`src/rtl/queue_rr_arbiter_pkg.sv`:
```
// rtl/queue_rr_arbiter_pkg.sv - shared state encodings, widths and helpers for queue_rr_arbiter
package queue_rr_arbiter_pkg;

  typedef enum logic {
    RUN  = 1'b0,
    HOLD = 1'b1
  } arb_state_e;

  localparam int HOLD_W = 4;

  function automatic int unsigned count_ones(input logic [31:0] v);
    int unsigned n;
    n = 0;
    for (int i = 0; i < 32; i++) begin
      if (v[i]) n = n + 1;
    end
    return n;
  endfunction

endpackage

```
`src/rtl/queue_rr_arbiter_if.sv`:
```
// rtl/queue_rr_arbiter_if.sv - dequeue, release and queue-side signal bundle for queue_rr_arbiter
interface queue_rr_arbiter_if #(
  parameter int NUM_REQ = 2,
  parameter int NUM_REL = 2,
  parameter int WIDTH   = 6
);
  import queue_rr_arbiter_pkg::*;

  logic [NUM_REQ-1:0]       req;
  logic [NUM_REQ-1:0]       gnt;
  logic [WIDTH-1:0]         gnt_data;
  logic [NUM_REL-1:0]       rel_valid;
  logic [NUM_REL*WIDTH-1:0] rel_data;
  logic                     rel_ready;
  logic                     q_deque;
  logic [WIDTH-1:0]         q_deque_data;
  logic                     q_empty;
  logic                     q_enque;
  logic [WIDTH-1:0]         q_enque_data;
  logic                     q_full;

  // Arbiter side
  modport master (
    input  req, rel_valid, rel_data, q_deque_data, q_empty, q_full,
    output gnt, gnt_data, rel_ready, q_deque, q_enque, q_enque_data
  );

  // Requesters, release sources and queue side
  modport slave (
    output req, rel_valid, rel_data, q_deque_data, q_empty, q_full,
    input  gnt, gnt_data, rel_ready, q_deque, q_enque, q_enque_data
  );

endinterface

```
`src/rtl/queue_rr_arbiter_rr_picker.sv`:
```
// rtl/queue_rr_arbiter_rr_picker.sv - combinational round-robin one-hot select starting at ptr
module rr_picker #(
  parameter int N  = 2,
  parameter int PW = 1
) (
  input  logic [N-1:0]  req,
  input  logic [PW-1:0] ptr,
  output logic [N-1:0]  onehot,
  output logic [PW-1:0] idx,
  output logic          any
);

  // Scan ptr, ptr+1, ... modulo N and take the first active request
  always_comb begin
    onehot = '0;
    idx    = '0;
    any    = 1'b0;
    for (int i = 0; i < N; i++) begin
      int j;
      j = int'(ptr) + i;
      if (j >= N) j = j - N;
      if (!any && req[j]) begin
        any       = 1'b1;
        onehot[j] = 1'b1;
        idx       = PW'(j);
      end
    end
  end

endmodule

```
`src/rtl/queue_rr_arbiter.sv`:
```
// rtl/queue_rr_arbiter.sv - round-robin dequeue arbiter plus release merge buffer; QUEUE_ARB_STARVE_EN enables starve_cnt
module queue_rr_arbiter
  import queue_rr_arbiter_pkg::*;
#(
  parameter int NUM_REQ    = 2,
  parameter int NUM_REL    = 2,
  parameter int WIDTH      = 6,
  parameter int REL_DEPTH  = 4,
  parameter int FLUSH_HOLD = 1
) (
  input  logic                clk,
  input  logic                reset,
  input  logic                stall,
  input  logic                flush,
  queue_rr_arbiter_if.master  bus,
  output logic [7:0]          starve_cnt
);

  localparam int PW = (NUM_REQ > 1) ? $clog2(NUM_REQ) : 1;
  localparam int IW = (REL_DEPTH > 1) ? $clog2(REL_DEPTH) : 1;
  localparam int CW = $clog2(REL_DEPTH + 1);

  function automatic logic [IW-1:0] wrap_add(input logic [IW-1:0] a, input int unsigned n);
    int unsigned s;
    s = 32'(a) + n;
    s = s % 32'(REL_DEPTH);
    return s[IW-1:0];
  endfunction

  arb_state_e        state, state_nx;
  logic [HOLD_W-1:0] hold_cnt, hold_nx;
  logic [PW-1:0]     rr_ptr, rr_nx;
  logic [NUM_REQ-1:0] pick_onehot;
  logic [PW-1:0]     pick_idx;
  logic              pick_any;
  logic              grant_en;

  rr_picker #(.N(NUM_REQ), .PW(PW)) u_picker (
    .req    (bus.req),
    .ptr    (rr_ptr),
    .onehot (pick_onehot),
    .idx    (pick_idx),
    .any    (pick_any)
  );

  // Zero-latency grant path; reset kills any pending grant immediately
  always_comb begin
    grant_en     = reset && (state == RUN) && !flush && !stall && !bus.q_empty && pick_any;
    bus.q_deque  = grant_en;
    bus.gnt      = grant_en ? pick_onehot : '0;
    bus.gnt_data = grant_en ? bus.q_deque_data : '0;
  end

  // Next state: hold_cnt counts the suppressed cycles left after flush drops
  always_comb begin
    state_nx = state;
    hold_nx  = hold_cnt;
    rr_nx    = rr_ptr;
    if (flush) begin
      hold_nx  = HOLD_W'(FLUSH_HOLD);
      rr_nx    = '0;
      state_nx = (FLUSH_HOLD == 0) ? RUN : HOLD;
    end else if (state == HOLD) begin
      if (hold_cnt <= HOLD_W'(1)) begin
        hold_nx  = '0;
        state_nx = RUN;
      end else begin
        hold_nx = hold_cnt - HOLD_W'(1);
      end
    end else if (grant_en) begin
      rr_nx = (pick_idx == PW'(NUM_REQ - 1)) ? '0 : pick_idx + PW'(1);
    end
  end

  // FSM, hold counter and round-robin pointer registers
  always_ff @(posedge clk or negedge reset) begin
    if (!reset) begin
      state    <= RUN;
      hold_cnt <= '0;
      rr_ptr   <= '0;
    end else begin
      state    <= state_nx;
      hold_cnt <= hold_nx;
      rr_ptr   <= rr_nx;
    end
  end

  logic [WIDTH-1:0] rel_buf [REL_DEPTH];
  logic [IW-1:0]    head, tail;
  logic [CW-1:0]    count;
  logic [IW-1:0]    wr_idx [NUM_REL];
  int unsigned      n_acc;
  logic             drain;

  // Acceptance, per-source slot placement and drain decision from registered count
  always_comb begin
    int unsigned off;
    off           = 0;
    bus.rel_ready = (32'(count) <= 32'(REL_DEPTH - NUM_REL));
    n_acc         = bus.rel_ready ? count_ones(32'(bus.rel_valid)) : 0;
    drain         = (count != '0) && !bus.q_full;
    for (int i = 0; i < NUM_REL; i++) begin
      wr_idx[i] = wrap_add(tail, off);
      if (bus.rel_valid[i]) off = off + 1;
    end
    bus.q_enque      = drain;
    bus.q_enque_data = drain ? rel_buf[head] : '0;
  end

  // Buffer storage; contents are meaningless while count says empty
  always_ff @(posedge clk) begin
    for (int i = 0; i < NUM_REL; i++) begin
      if (bus.rel_ready && bus.rel_valid[i]) rel_buf[wr_idx[i]] <= bus.rel_data[i*WIDTH +: WIDTH];
    end
  end

  // Buffer pointers and occupancy; stall and flush never touch these
  always_ff @(posedge clk or negedge reset) begin
    if (!reset) begin
      head  <= '0;
      tail  <= '0;
      count <= '0;
    end else begin
      tail  <= wrap_add(tail, n_acc);
      head  <= drain ? wrap_add(head, 1) : head;
      count <= CW'(32'(count) + n_acc - (drain ? 32'd1 : 32'd0));
    end
  end

`ifdef QUEUE_ARB_STARVE_EN
  // Count consecutive cycles where an eligible request is refused only by an empty queue
  always_ff @(posedge clk or negedge reset) begin
    if (!reset) begin
      starve_cnt <= 8'd0;
    end else if (flush || grant_en) begin
      starve_cnt <= 8'd0;
    end else if ((state == RUN) && !stall && (|bus.req) && bus.q_empty && (starve_cnt != 8'hff)) begin
      starve_cnt <= starve_cnt + 8'd1;
    end
  end
`else
  assign starve_cnt = 8'd0;
`endif

endmodule

```
`src/flat_wrapper.sv`:
```
// flat-port wrapper written by rule: the top's interface ports become plain ports
module queue_rr_arbiter_flat import queue_rr_arbiter_pkg::*;
#(
  parameter int NUM_REQ    = 2,
  parameter int NUM_REL    = 2,
  parameter int WIDTH      = 6,
  parameter int REL_DEPTH  = 4,
  parameter int FLUSH_HOLD = 1
)
  (clk, reset, stall, flush, starve_cnt, bus_req, bus_rel_valid, bus_rel_data, bus_q_deque_data, bus_q_empty, bus_q_full, bus_gnt, bus_gnt_data, bus_rel_ready, bus_q_deque, bus_q_enque, bus_q_enque_data);
  queue_rr_arbiter_if #(.NUM_REQ(NUM_REQ), .NUM_REL(NUM_REL), .WIDTH(WIDTH)) bus_i ();
  input  logic clk;
  input  logic reset;
  input  logic stall;
  input  logic flush;
  output logic [7:0] starve_cnt;
  input wire logic [$bits(bus_i.req)-1:0] bus_req;
  input wire logic [$bits(bus_i.rel_valid)-1:0] bus_rel_valid;
  input wire logic [$bits(bus_i.rel_data)-1:0] bus_rel_data;
  input wire logic [$bits(bus_i.q_deque_data)-1:0] bus_q_deque_data;
  input wire logic [$bits(bus_i.q_empty)-1:0] bus_q_empty;
  input wire logic [$bits(bus_i.q_full)-1:0] bus_q_full;
  output wire logic [$bits(bus_i.gnt)-1:0] bus_gnt;
  output wire logic [$bits(bus_i.gnt_data)-1:0] bus_gnt_data;
  output wire logic [$bits(bus_i.rel_ready)-1:0] bus_rel_ready;
  output wire logic [$bits(bus_i.q_deque)-1:0] bus_q_deque;
  output wire logic [$bits(bus_i.q_enque)-1:0] bus_q_enque;
  output wire logic [$bits(bus_i.q_enque_data)-1:0] bus_q_enque_data;
  assign bus_i.req = bus_req;
  assign bus_i.rel_valid = bus_rel_valid;
  assign bus_i.rel_data = bus_rel_data;
  assign bus_i.q_deque_data = bus_q_deque_data;
  assign bus_i.q_empty = bus_q_empty;
  assign bus_i.q_full = bus_q_full;
  assign bus_gnt = bus_i.gnt;
  assign bus_gnt_data = bus_i.gnt_data;
  assign bus_rel_ready = bus_i.rel_ready;
  assign bus_q_deque = bus_i.q_deque;
  assign bus_q_enque = bus_i.q_enque;
  assign bus_q_enque_data = bus_i.q_enque_data;
  queue_rr_arbiter #(.NUM_REQ(NUM_REQ), .NUM_REL(NUM_REL), .WIDTH(WIDTH), .REL_DEPTH(REL_DEPTH), .FLUSH_HOLD(FLUSH_HOLD)) u_core (.clk(clk), .reset(reset), .stall(stall), .flush(flush), .bus(bus_i), .starve_cnt(starve_cnt));
endmodule
```
`config.mk`:
```
export PLATFORM = sky130hd
export DESIGN_NAME = queue_rr_arbiter_flat
export DESIGN_NICKNAME = d
export VERILOG_FILES = /design/src/rtl/queue_rr_arbiter_pkg.sv /design/src/rtl/queue_rr_arbiter_if.sv /design/src/rtl/queue_rr_arbiter_rr_picker.sv /design/src/rtl/queue_rr_arbiter.sv /design/src/flat_wrapper.sv
export SDC_FILE = /design/constraint.sdc
export NUM_CORES = 1
export LEC_CHECK = 0
export CAP_MARGIN = 30
export CORE_MARGIN = 10
export CORE_UTILIZATION = 45
export DETAILED_ROUTE_END_ITERATION = 10
export HOLD_SLACK_MARGIN = 0.12
export PLACE_DENSITY_LB_ADDON = 0.1
export SYNTH_ARGS = -nofsm -noshare
export SYNTH_HDL_FRONTEND = slang
export SYNTH_SLANG_ARGS = --single-unit
```
`constraint.sdc`:
```
create_clock -name clk -period 1.95 [get_ports clk]
set_clock_uncertainty 0.15 [all_clocks]
set_input_delay 0.195 -clock clk [delete_from_list [all_inputs] [get_ports clk]]
set_output_delay 0.195 -clock clk [all_outputs]
set_load 0.005 [all_outputs]
```
==> results.ini, run 1 <==
[outcome]
outcome=complete, but fails checks
failed_checks=setup timing

[yosys]
synth_area_leaders=edfxtp_1 (33%), dfrtp_1 (15%), mux2_2 (12%)
synth_top_cell_area_share=0.3282
synth_area_um2=2196
synth_cell_types=40
muxShareOfSynthArea=0.1892
yosys.area_share.simple=0.1442
synth-seq-area-share=0.4764
synth_edf_count=24
yosys_warnings=0
synth_xor_area_frac=0.03191
synth_top_family_by_area=multiplexers
synth_fa_ha_area_frac=0.05470
synth_top_flop_cell=edfxtp_1
ys_async_sr_fraction=0.3514
synth.avg_cell_area_um2=12.55
yosys.area.top_type=edfxtp_1
syn-instance-count=175
ys_seq_elements=37
synth_compound_area_frac=0.04615

[min_path]
hold_class=primary input to register

[floorplan]
die_h_um=89.86
coreArea_um2=4723
die_w_um=89.86
pin_count=53
die-area_um2=8074
rows=25
start_util=0.4649

[clock_tree]
clock_sinks=37
clkTransAtPathRegs_ns=0.07
numCtsBuffers=5
cts_tree=done
htree_levels=2
cts_root_buf=clkbuf_8
clock_path_buffers=2
clock_latency_ns=0.28

[finish]
final_layout_size_suffix_gt1_frac=0.4667
final_nets=307
fill_cells=345
syn_to_final_growth_pct=49.80
final_cell_mix=buf_4 (34), clkdlybuf4s50_1 (25), edfxtp_1 (24)
n_antenna_cell=0
final_util=0.6964
final_common_cell=buf_4

[job]
timing.max_cap.violations=0

[setup_path]
crit_fanout=3
worstPathArrival_ns=1.78
crit_chain=or4b_4 -> nor3_4 -> buf_2 -> buf_6 -> and2_4 -> buf_6
worstPathRequired_ns=1.60
cpPeakStageDelay_ns=0.50
start_kind=register
cpMaxStageDelayCell=or4b_4
worstSetupPathType=register to output port
endpoint_kind=output port
crit_top_cell=buf_6

[timing]
hold_viol_final=0
fmax_ghz=0.4703
period_share=1.090
period_needed_ns=2.126
rsz0062_at_grt=yes
setup_tns_ns=-1.497
hold_ws_ns=0.3512
slew_violations=0
fin_ws_ns=-0.1763
setup_viol=15

[detailed_routing]
route.detailed.drc=0
drt_iter0_drc=51
finalWirelength_um=5437
final_antenna_net_count=0
vias=1680
via_per_inst=4.985
wl_per_cell_um=16.13
dr.pass1.iters=3

[global_routing]
grt.overflow.total=0
antenna_found_initial=0
grtUsageTotal=0.1334
grt_pass1_vias=1839
grt_pass1_wl_um=8914
grt_max_degree=14

[power_and_ir_drop]
power.switching_uw=1231
swShare=0.3288
pwr-share-comb=0.536
leakage_uw=0.001405
power_uw=3744
powerDensity_nw_per_um2=1138
power_frac_clock=0.135
pwr-share-seq=0.329
power.internal_uw=2513
max-vdd-ir-drop_uv=706.0

[placed_design]
post-dp-hpwl_um=3984
place.gp.congestion=0.8627
port-buffer-count=44

==> metrics by stage <==
step / worst slack [ns] / instance area, um2 / cells
after floorplan: -0.1211 / 2245 / 182
after global placement: -0.5754 / 2918 / 310
after detailed placement: -0.6294 / 2918 / 310
after CTS: -0.2633 / 3148 / 333
after global routing: -0.2384 / 3289 / 337
final: -0.1763 / 3289 / 337
==> state kept, by name, indices dropped and copies added (netlist names) <==
signal           cells
u_core.rel_buf      24
u_core.hold_cnt      4
u_core.count         3
u_core.head          2
u_core.tail          2
u_core.rr_ptr        1
u_core.state         1
==> cells in the mapped netlist, types with 4 or more instances <==
master / instances
and2_1: 13
inv_1: 11
edfxtp_1: 24
ha_1: 8
mux4_2: 6
xnor2_1: 4
buf_4: 9
xor2_1: 4
a21oi_1: 6
nor2_1: 4
nand2_1: 8
mux2_2: 24
dfrtp_1: 13
==> per-layer routing <==
layer	vias up	GRT usage	wire length [um]
met5	-	0	0
li1	808	-	-
met2	45	0.2361	2753
met1	822	0.1496	2347
met3	5	0.04406	289
met4	0	0.03581	47
==> power groups by stage <==
stage          clock, uW  combinational, uW  sequential, uW
2_1_floorplan          0                999            1160
3_3_place_gp           0               1590            1210
3_5_place_dp           0               1650            1220
4_1_cts              521               1850            1220
5_1_grt              549               2190            1250
6_report             506               2010            1230
==> worst max-delay path, delay by kind of cell (launching register included) <==
family	cells	cell delay [ns]
buffers and inverters	3	0.32
and+or+nand+nor	3	0.78
DFF	1	0.38
==> cells by family after synthesis <==
| logic type | count (synthesis) |
|---|---|
| compound gates | 16 |
| xor+xnor | 8 |
| other cells | 1 |
| buf+inv | 23 |
| mux | 31 |
| fa+ha+maj | 9 |
| simple gates | 50 |
| flops | 37 |
==> what timing repair did <==
item | 4_1_cts | 5_1_grt
endpoints found under the hold margin | 13 | 0
setup endpoints to repair | 51 | 40
resized for setup | 90 | 25
setup buffers | 15 | 5
gates cloned | 0 | 0
hold buffers | 1 | 0
pin swaps | 19 | 8
==> worst paths after layout <==
kind,start,end,slack (ns),cells after the start
setup / recovery,u_core.state$_DFF_PN0_,bus_gnt_data[0],-0.18,6
min in group asynchronous,reset,u_core.count[1]$_DFF_PN0_,0.41,3
max in group asynchronous,reset,u_core.count[0]$_DFF_PN0_,1.08,3
hold / removal,bus_rel_valid[0],u_core.tail[1]$_DFF_PN0_,0.35,4
setup reg to reg,u_core.count[0]$_DFF_PN0_,u_core.count[2]$_DFF_PN0_,-0.13,8
hold reg to reg,u_core.rr_ptr$_DFFE_PN0P_,u_core.rr_ptr$_DFFE_PN0P_,0.40,2
==> layout make-up <==
cell class                      count  area, um2  area share
Multi-Input combinational cell    122       1186      0.3606
Sequential cell                    37       1046      0.3180
Timing Repair Buffer               93      852.1      0.2590
Tap cell                           67      83.83     0.02549
Clock buffer                        5      68.82     0.02092
Inverter                           11      41.29     0.01255
Clock inverter                      2      11.26    0.003423
No activity file was read; power rests on OpenSTA's default activity.
==> run 2, diff against run 1 <==
--- a/config.mk
+++ b/config.mk
@@ -9,6 +9,7 @@
 export CORE_MARGIN = 10
 export CORE_UTILIZATION = 45
 export DETAILED_ROUTE_END_ITERATION = 10
+export GPL_ROUTABILITY_DRIVEN = 0
 export HOLD_SLACK_MARGIN = 0.12
 export PLACE_DENSITY_LB_ADDON = 0.1
 export SYNTH_ARGS = -nofsm -noshare
==> results of run 2 <==
The final DEF is identical to that of run 1; final timing and power are the same.
